**src/rtl/apb_master_pkg.sv**
```systemverilog
// Shared types and constants for the APB requester and the timer it drives.
package apb_master_pkg;

  typedef enum logic [1:0] {
    ST_IDLE   = 2'd0,
    ST_SETUP  = 2'd1,
    ST_ACCESS = 2'd2,
    ST_RESP   = 2'd3
  } apb_state_e;

  localparam int DEFAULT_DATA_WIDTH = 8;
  localparam int DEFAULT_ADDR_WIDTH = 3;
  localparam int DEFAULT_TIMEOUT    = 15;

  localparam logic [2:0] ADDR_TDR = 3'b010;
  localparam logic [2:0] ADDR_TCR = 3'b011;

endpackage

```
**src/rtl/apb_wait_timer.sv**
```systemverilog
// Saturating wait-state counter; flags the ACCESS edge on which the count reaches TIMEOUT.
module apb_wait_timer #(
  parameter int TIMEOUT = 15
) (
  input  logic clk,
  input  logic rst,
  input  logic clr,
  input  logic en,
  output logic expired
);

  // A zero TIMEOUT still needs a 1-bit counter to stay legal; expiry is masked off.
  localparam int CW  = (TIMEOUT > 0) ? $clog2(TIMEOUT + 1) : 1;
  localparam int SAT = (TIMEOUT > 0) ? TIMEOUT : 1;
  localparam logic [CW-1:0] SAT_V  = CW'(SAT);
  localparam logic [CW-1:0] LAST_V = CW'(SAT - 1);

  logic [CW-1:0] count_q;
  logic [CW-1:0] count_d;

  always_comb begin
    count_d = count_q;
    if (clr) begin
      count_d = '0;
    end else if (en && (count_q != SAT_V)) begin
      count_d = count_q + 1'b1;
    end
  end

  always_ff @(posedge clk) begin
    if (rst) begin
      count_q <= '0;
    end else begin
      count_q <= count_d;
    end
  end

  // Expiry is the edge whose increment would land on TIMEOUT.
  assign expired = (TIMEOUT != 0) && en && !clr && (count_q == LAST_V);

endmodule

```
**src/rtl/apb_master_8bit.sv**
```systemverilog
// Single-outstanding APB requester: one command in, one SETUP/ACCESS transfer, one response out.
// Handshakes: a beat transfers on a rising edge where valid && ready; valid holds its payload until then.
module apb_master_8bit
  import apb_master_pkg::*;
#(
  parameter int DATA_WIDTH = DEFAULT_DATA_WIDTH,
  parameter int ADDR_WIDTH = DEFAULT_ADDR_WIDTH,
  parameter int TIMEOUT    = DEFAULT_TIMEOUT
) (
  input  logic                  pclk,
  input  logic                  preset,
  input  logic                  cmd_valid,
  output logic                  cmd_ready,
  input  logic                  cmd_write,
  input  logic [ADDR_WIDTH-1:0] cmd_addr,
  input  logic [DATA_WIDTH-1:0] cmd_wdata,
  output logic                  rsp_valid,
  input  logic                  rsp_ready,
  output logic [DATA_WIDTH-1:0] rsp_rdata,
  output logic                  rsp_err,
  output logic                  rsp_timeout,
  output logic                  psel,
  output logic                  penable,
  output logic                  pwrite,
  output logic [ADDR_WIDTH-1:0] paddr,
  output logic [DATA_WIDTH-1:0] pwdata,
  input  logic [DATA_WIDTH-1:0] prdata,
  input  logic                  pready,
  input  logic                  pslverr,
  output logic                  busy,
  output logic [1:0]            state_dbg
);

  apb_state_e            state_q, state_d;
  logic                  pwrite_q, pwrite_d;
  logic [ADDR_WIDTH-1:0] paddr_q, paddr_d;
  logic [DATA_WIDTH-1:0] pwdata_q, pwdata_d;
  logic [DATA_WIDTH-1:0] rsp_rdata_q, rsp_rdata_d;
  logic                  rsp_err_q, rsp_err_d;
  logic                  rsp_timeout_q, rsp_timeout_d;

  logic accept;
  logic wait_en;
  logic expired;

  assign cmd_ready = (state_q == ST_IDLE) && !preset;
  assign accept    = cmd_valid && cmd_ready;
  assign wait_en   = (state_q == ST_ACCESS) && !pready;

  apb_wait_timer #(
    .TIMEOUT(TIMEOUT)
  ) u_wait_timer (
    .clk    (pclk),
    .rst    (preset),
    .clr    (accept),
    .en     (wait_en),
    .expired(expired)
  );

  always_comb begin
    state_d       = state_q;
    pwrite_d      = pwrite_q;
    paddr_d       = paddr_q;
    pwdata_d      = pwdata_q;
    rsp_rdata_d   = rsp_rdata_q;
    rsp_err_d     = rsp_err_q;
    rsp_timeout_d = rsp_timeout_q;
    unique case (state_q)
      ST_IDLE: begin
        if (accept) begin
          pwrite_d = cmd_write;
          paddr_d  = cmd_addr;
          pwdata_d = cmd_write ? cmd_wdata : '0;
          state_d  = ST_SETUP;
        end
      end
      ST_SETUP: begin
        state_d = ST_ACCESS;
      end
      ST_ACCESS: begin
        // Completion is checked first so pready wins over a coincident expiry.
        if (pready) begin
          rsp_rdata_d   = pwrite_q ? '0 : prdata;
          rsp_err_d     = pslverr;
          rsp_timeout_d = 1'b0;
          state_d       = ST_RESP;
        end else if (expired) begin
          rsp_rdata_d   = '0;
          rsp_err_d     = 1'b1;
          rsp_timeout_d = 1'b1;
          state_d       = ST_RESP;
        end
      end
      ST_RESP: begin
        if (rsp_ready) begin
          state_d = ST_IDLE;
        end
      end
      default: state_d = ST_IDLE;
    endcase
  end

  always_ff @(posedge pclk) begin
    if (preset) begin
      state_q       <= ST_IDLE;
      pwrite_q      <= 1'b0;
      paddr_q       <= '0;
      pwdata_q      <= '0;
      rsp_rdata_q   <= '0;
      rsp_err_q     <= 1'b0;
      rsp_timeout_q <= 1'b0;
    end else begin
      state_q       <= state_d;
      pwrite_q      <= pwrite_d;
      paddr_q       <= paddr_d;
      pwdata_q      <= pwdata_d;
      rsp_rdata_q   <= rsp_rdata_d;
      rsp_err_q     <= rsp_err_d;
      rsp_timeout_q <= rsp_timeout_d;
    end
  end

  assign psel        = (state_q == ST_SETUP) || (state_q == ST_ACCESS);
  assign penable     = (state_q == ST_ACCESS);
  assign rsp_valid   = (state_q == ST_RESP);
  assign busy        = (state_q != ST_IDLE);
  assign pwrite      = pwrite_q;
  assign paddr       = paddr_q;
  assign pwdata      = pwdata_q;
  assign rsp_rdata   = rsp_rdata_q;
  assign rsp_err     = rsp_err_q;
  assign rsp_timeout = rsp_timeout_q;
  assign state_dbg   = state_q;

endmodule

```
**config.mk**
```make
export PLATFORM = sky130hd
export DESIGN_NAME = apb_master_8bit
export DESIGN_NICKNAME = d
export VERILOG_FILES = /design/src/rtl/apb_master_pkg.sv /design/src/rtl/apb_wait_timer.sv /design/src/rtl/apb_master_8bit.sv
export SDC_FILE = /design/constraint.sdc
export NUM_CORES = 1
export LEC_CHECK = 0
export CAP_MARGIN = 20
export CORE_MARGIN = 8
export CORE_UTILIZATION = 41
export CTS_CLUSTER_DIAMETER = 100
export DETAILED_ROUTE_END_ITERATION = 10
export PLACE_DENSITY = 0.79
export SLEW_MARGIN = 20
export SYNTH_ARGS = -nofsm -noshare
export SYNTH_HDL_FRONTEND = slang
export SYNTH_SLANG_ARGS = --single-unit
```
**constraint.sdc**
```tcl
create_clock -name pclk -period 1.9 [get_ports pclk]
set_input_delay 0.285 -clock pclk [delete_from_list [all_inputs] [get_ports pclk]]
set_output_delay 0.285 -clock pclk [all_outputs]
set_load 0.01 [all_outputs]
```
==> results of run 1 <==
## how the worst min path moves through the flow
stage                                            to  slack [ns]
final                          rsp_err$_SDFFE_PP0P_        0.48
after global routing      rsp_rdata[7]$_SDFFE_PP0P_        0.48
after CTS                 rsp_rdata[7]$_SDFFE_PP0P_        0.48
after detailed placement      paddr[1]$_SDFFE_PP0P_        0.45
after global placement        paddr[0]$_SDFFE_PP0P_        0.44
after floorplan            rsp_timeout$_SDFFE_PP0P_        0.38
## Yosys cell counts (2+ instances only)
master    instances
a211oi_1          2
a21oi_1           5
a22o_1            8
buf_2             2
buf_6             3
dfxtp_1          28
ha_1              6
inv_1             9
mux2i_1           8
nand2_1          22
nand3_1           4
nor2_1            5
xnor2_1           2
## repair_timing
item                       CTS  global route
buffers inserted             0             0
resized for setup           10             0
hold endpoints to repair     0             0
setup endpoints to repair    4             0
## worst min-delay path: stages, from the launching register on
cell      delay (ns)
dfxtp_1         0.34
inv_1           0.06
a211oi_2        0.06
## registers in the layout, summed over array words and instances (netlist names)
name,count
rsp_timeout,1
rsp_err,1
rsp_rdata,8
state_dbg,2
pwrite,1
pwdata,8
u_wait_timer.count_q,4
paddr,3
## power by group through the flow
| stage | combinational (mW) | clock, mW | sequential (mW) |
|---|---|---|---|
| 6_report | 0.870 | 0.393 | 0.741 |
| 5_1_grt | 0.949 | 0.416 | 0.752 |
| 4_1_cts | 0.884 | 0.396 | 0.743 |
| 3_5_place_dp | 0.884 | 0 | 0.738 |
| 3_3_place_gp | 0.849 | 0 | 0.731 |
| 2_1_floorplan | 0.441 | 0 | 0.761 |
## area by class of cell
class / count / area [um2]
Fill cell: 250 / 1060
Multi-Input combinational cell: 82 / 609
Timing Repair Buffer: 58 / 592
Sequential cell: 28 / 566
Tap cell: 33 / 41.3
Inverter: 9 / 33.8
Clock inverter: 1 / 30.0
Clock buffer: 3 / 22.5
## cell families after synthesis
| group | Yosys count | share of synthesized area, % |
|---|---|---|
| compound gates | 28 | 18.5 |
| xor+xnor | 2 | 1.42 |
| fa+ha+maj | 6 | 6.07 |
| buf+inv | 15 | 6.58 |
| flops | 28 | 45.3 |
| mux | 8 | 6.48 |
| simple gates | 38 | 15.6 |
## per-stage QoR
step                util [%]  total power [mW]
floorplan                  -              1.20
CTS                     64.2              2.02
detailed placement      61.8              1.62
finish                  64.2              2.00
global placement        61.8              1.58
global route            64.2              2.12
## metal layers
| metal | up-vias | wire length [um] | track usage (%) |
|---|---|---|---|
| li1 | 546 | - | - |
| met1 | 526 | 1360 | 14.7 |
| met2 | 31 | 1860 | 26.5 |
| met3 | 5 | 241 | 5.23 |
| met4 | 0 | 55 | 5.54 |
| met5 | - | 0 | 0 |
==> results.toml, run 1 <==
[critical_path]
critPathCapture = "penable"
cpPeakStageDelay_ns = 0.55
crit_cells = 3
r2r-start = "state_dbg[0]$_SDFFE_PP0P_"
rr_endpoint = "rsp_rdata[5]$_SDFFE_PP0P_"
crit_chain = "inv_2 > ha_4 > clkdlybuf4s50_1"
crit_slowest_cell = "clkdlybuf4s50_1"
worst-setup-path-type = "register to primary output"
critPathMaxFanout = 7
critPathLaunchType = "register"
arrival_ns = 1.55
r2r_slack_ns = 0.29
critPathTopFamily = "buffers and inverters"
cp.buffers_inverters = 2
r2r.worst_path.cells = 7
startpoint = "state_dbg[0]$_SDFFE_PP0P_"
cp-end-kind = "primary output"
required_ns = 1.62

[hold_path]
hold_path_class = "register to register"
whs_path_depth = 2
min-delay-start = "rsp_err$_SDFFE_PP0P_"

[floorplan]
die_h_um = 70.9
dieArea_um2 = 5030
core_um2 = 2950
start_util_pct = 41.9
die_w_um = 70.9
io_pins = 55
std_cell_rows = 20

[grt]
grt_max_degree = 17
grt_usage_pct = 14.5
antenna_found_initial = 0
grt_pass1_wl_um = 5850
grt_pass1_vias = 1247
grt-ovfl-total = 0

[timing]
slew_headroom_pct = 70.1
setup_tns_ns = 0
max_freq_ghz = 0.544
min_period_over_period_pct = 96.7
hold_ws_ns = 0.477
min_period_ns = 1.84
worst_slew_pin_slew_ns = 0.447
rsz0062_at_grt = "no"
finalHoldViolCount = 0
setup_viol = 0
fin_skew_ns = 0.00442
final.setup.worst_slack_ns = 0.0631
maxSlewViolCount = 0

[clock_tree]
clk_latency_ns = 0.34
cts.sinks = 28
numCtsBuffers = 3
cts_hold_buffers = 0
clockBufferDepth = 2
root_buffer = "clkbuf_4"
h-tree-depth = 1
clk_pin_slew_ns = 0.15
cts_tree = "done"

[power_and_ir_drop]
p_per_area_nw_per_um2 = 1060
p_leak_nw = 0.767
clock_power_share_pct = 19.6
switching_share_pct = 33.7
ir_drop_mv = 0.693
p_int_mw = 1.33
p_sw_mw = 0.675
seqPwrFrac_pct = 37.0
pwr-share-comb_pct = 43.4

[route]
wl_per_cell_um = 16.4
drt_pass1_iterations = 4
ant_nets = 0
drt-total-wl_um = 3520
drc = 0
drt-initial-drc-count = 64
viasPerCell = 5.18
vias = 1108

[finish]
final_cell_area_um2 = 1890
antenna_cells = 0
drive_gt1_share_pct = 12.2
final_common_cell = "clkdlybuf4s50_1"
finalNonFillerCells = 214
syn_to_final_growth_pct = 53.2
final_cell_mix = "51 x clkdlybuf4s50_1, 26 x dfxtp_1, 22 x nand2_1"
final_nets = 214

[synth]
ys_types = 34
yosysWarningCount = 0
syn_area_per_cell_um2 = 9.89
yosysSeqAreaShare_pct = 45.3
synth_top_area_cell = "dfxtp_1"
syn_nets = 157
ys_async_sr_fraction_pct = 0
syn_inst = 125
synth_edf_count = 0
ys.flop_type = "dfxtp_1"
syn_area_um2 = 1240
ys_ff_latch = 28
synth_top_area_share_pct = 45.3
synth_area_leaders = "dfxtp_1 45%, nand2_1 6.7%, mux2i_1 6.5%"

[run_status]
status = "finished, final reports clean"

[place]
post_dp_cell_area_um2 = 1830
placed_cells = 210
numPortBuffers = 54
dp_worst_setup_slack_ns = 0.0682
hpwl_um = 2820
gp_congestion = 0.699

[run]
maxCapViolCount = 0
Power figures use the tool's default switching activity.
==> run 2, diff against run 1 <==
- CELL_PAD_IN_SITES_DETAIL_PLACEMENT: unset -> 1
- CELL_PAD_IN_SITES_GLOBAL_PLACEMENT: unset -> 1
- CORE_UTILIZATION: 41 -> 29
- PLACE_DENSITY: 0.79 -> 0.78
- SYNTH_HIERARCHICAL: unset -> 1
==> results.toml, run 2 <==
[finish]
final_cell_area_um2 = 1960
syn_to_final_growth_pct = 56.8
antenna_cells = 0
final_cell_mix = "52 x clkdlybuf4s50_1, 27 x dfxtp_1, 24 x nand2_1, 19 x a21oi_1, 18 x nand3_1"
drive_gt1_share_pct = 12.6
final_common_cell = "clkdlybuf4s50_1"
final_nets = 240

[clock_tree]
root_buffer = "clkbuf_8"
clk_pin_slew_ns = 0.10
clockBufferDepth = 2
postCtsSetupBuffers = 0
clk_latency_ns = 0.28
numCtsBuffers = 3
cts_tree = "done"
h-tree-depth = 1
cts.sinks = 28

[route]
ant_nets = 0
vias = 1243
drc = 0
drt-initial-drc-count = 26
drt_pass1_iterations = 4
drt-total-wl_um = 3770
viasPerCell = 4.80
wl_per_cell_um = 14.6

[floorplan]
dieArea_um2 = 6680
start_util_pct = 29.4
die_h_um = 81.7
die_w_um = 81.7
std_cell_rows = 24
io_pins = 55
core_um2 = 4260

[timing]
maxSlewViolCount = 0
worst_slew_pin_slew_ns = 0.361
slew_headroom_pct = 75.3
min_period_ns = 1.82
min_period_over_period_pct = 96.0
finalHoldViolCount = 0
setup_tns_ns = 0
max_freq_ghz = 0.549
setup_viol = 0
rsz0062_at_grt = "no"
fin_skew_ns = 0.00545

[synth]
syn_area_per_cell_um2 = 8.52
syn_nets = 179
synth_most_common_cell = "dfxtp_1"
syn_inst = 147
ys_async_sr_fraction_pct = 0
synth_top_area_cell = "dfxtp_1"
ys_ff_latch = 28
syn_area_um2 = 1250
ys.flop_type = "dfxtp_1"
synth_edf_count = 0
synth_area_leaders = "dfxtp_1 45%, a21oi_1 7.6%, nand3_1 7.2%"
ys_types = 33
yosysSeqAreaShare_pct = 44.8
synth_top_area_share_pct = 44.8
yosysWarningCount = 6
yosys-top-cells-count = "28 x dfxtp_1, 24 x nand2_1, 19 x a21oi_1"

[critical_path]
r2r-start = "state_dbg[0]$_SDFFE_PP0P_"
cp-end-kind = "primary output"
rr_endpoint = "state_dbg[0]$_SDFFE_PP0P_"
cpPeakStageDelay_ns = 0.53
arrival_ns = 1.54
required_ns = 1.62
crit_chain = "inv_1 > ha_4 > clkdlybuf4s50_1"
worst-setup-path-type = "register to primary output"
cp.buffers_inverters = 2
crit_slowest_cell = "clkdlybuf4s50_1"
critPathTopFamily = "buffers and inverters"
critPathLaunchType = "register"
r2r_slack_ns = 0.12
critPathMaxFanout = 4
r2r.worst_path.cells = 8

[place]
numPortBuffers = 54
hpwl_um = 2880
gp_congestion = 0.789
post_dp_cell_area_um2 = 1890

[power_and_ir_drop]
p_sw_mw = 0.639
pwr-share-comb_pct = 43.5
p_leak_nw = 0.733
clock_power_share_pct = 19.5
p_per_area_nw_per_um2 = 981
switching_share_pct = 33.2
ir_drop_mv = 0.442
p_int_mw = 1.29
finalPower_mw = 1.93
seqPwrFrac_pct = 36.9

[grt]
grt_pass1_wl_um = 6200
antenna_found_initial = 0
grt_max_degree = 19
grt_pass1_vias = 1311
grt-ovfl-total = 0
grt_usage_pct = 11.6

[hold_path]
whs_path_depth = 2
hold_path_class = "register to register"
min-delay-start = "pwdata[3]$_SDFFE_PP0P_"
holdPathEnd = "pwdata[3]$_SDFFE_PP0P_"

[run]
maxCapViolCount = 0

[run_status]
status = "finished, final reports clean"
[run 2: worst register-to-register path: cells and delay by family (launching register included)]
family	cells	cell delay, ns
flip-flops	1	0.34
buffers and inverters	1	0.12
adder cells (fa/ha/maj)	1	0.20
AO/OA/AOI/OAI	2	0.55
AND/OR/NAND/NOR	4	0.50
[run 2: per-layer routing]
metal	wire, um	vias up	global-route usage (%)
met5	0	-	0
met1	1600	578	13.2
met4	11	0	2.11
met3	360	2	5.36
li1	-	627	-
met2	1800	36	19.6
[run 2: power groups by stage]
| stage | combinational [mW] | clock, mW | sequential, mW |
|---|---|---|---|
| 2_1_floorplan | 0.384 | 0 | 0.744 |
| 3_3_place_gp | 0.816 | 0 | 0.720 |
| 3_5_place_dp | 0.828 | 0 | 0.724 |
| 4_1_cts | 0.851 | 0.386 | 0.715 |
| 5_1_grt | 0.922 | 0.403 | 0.724 |
| 6_report | 0.839 | 0.376 | 0.712 |
[run 2: cell type report]
type | instances | area (um2)
fill | 506 | 2300
multi-input combinational | 103 | 639
timing repair buffer | 64 | 613
sequential | 28 | 562
tap | 52 | 65.1
clock buffer | 4 | 55.1
inverter | 8 | 30.0
[run 2: kinds of logic after synthesis]
logic type | count (synthesis) | share of synthesized area [%]
muxes | 1 | 0.799
AOI/OAI and AO/OA | 31 | 15.4
and+or+nand+nor | 65 | 27.1
buffers and inverters | 16 | 5.99
DFF | 28 | 44.8
adders and majority gates | 6 | 5.99
[run 2: timing repair]
action / in CTS / in global routing
hold endpoints to repair: 0 / 0
pin swaps: 0 / 0
endpoints found under the setup margin: 4 / 11
gates resized for setup: 5 / 3
hold buffers: 0 / 0
[run 2: worst max-delay path by stage]
| stage | cells after the start | to | startpoint |
|---|---|---|---|
| after CTS | 3 | psel | state_dbg[1]$_SDFFE_PP0P_ |
| after detailed placement | 7 | rsp_rdata[1]$_SDFFE_PP0P_ | pready |
| after global placement | 7 | rsp_rdata[4]$_SDFFE_PP0P_ | pready |
| after global routing | 3 | psel | state_dbg[1]$_SDFFE_PP0P_ |
| after floorplan | 8 | state_dbg[0]$_SDFFE_PP0P_ | state_dbg[0]$_SDFFE_PP0P_ |
| final | 3 | psel | state_dbg[1]$_SDFFE_PP0P_ |
[run 2: stage by stage]
step / hold WS (ns) / utilization (%) / setup slack [ns] / instances
2_1_floorplan: 0.354 / - / 0.0132 / 147
3_3_place_gp: 0.438 / 44.4 / -0.0337 / 255
3_5_place_dp: 0.448 / 44.4 / -0.0753 / 255
4_1_cts: 0.461 / 45.9 / 0.0554 / 259
5_1_grt: 0.483 / 46.1 / 0.00137 / 259
6_report: 0.458 / 46.1 / 0.0769 / 259
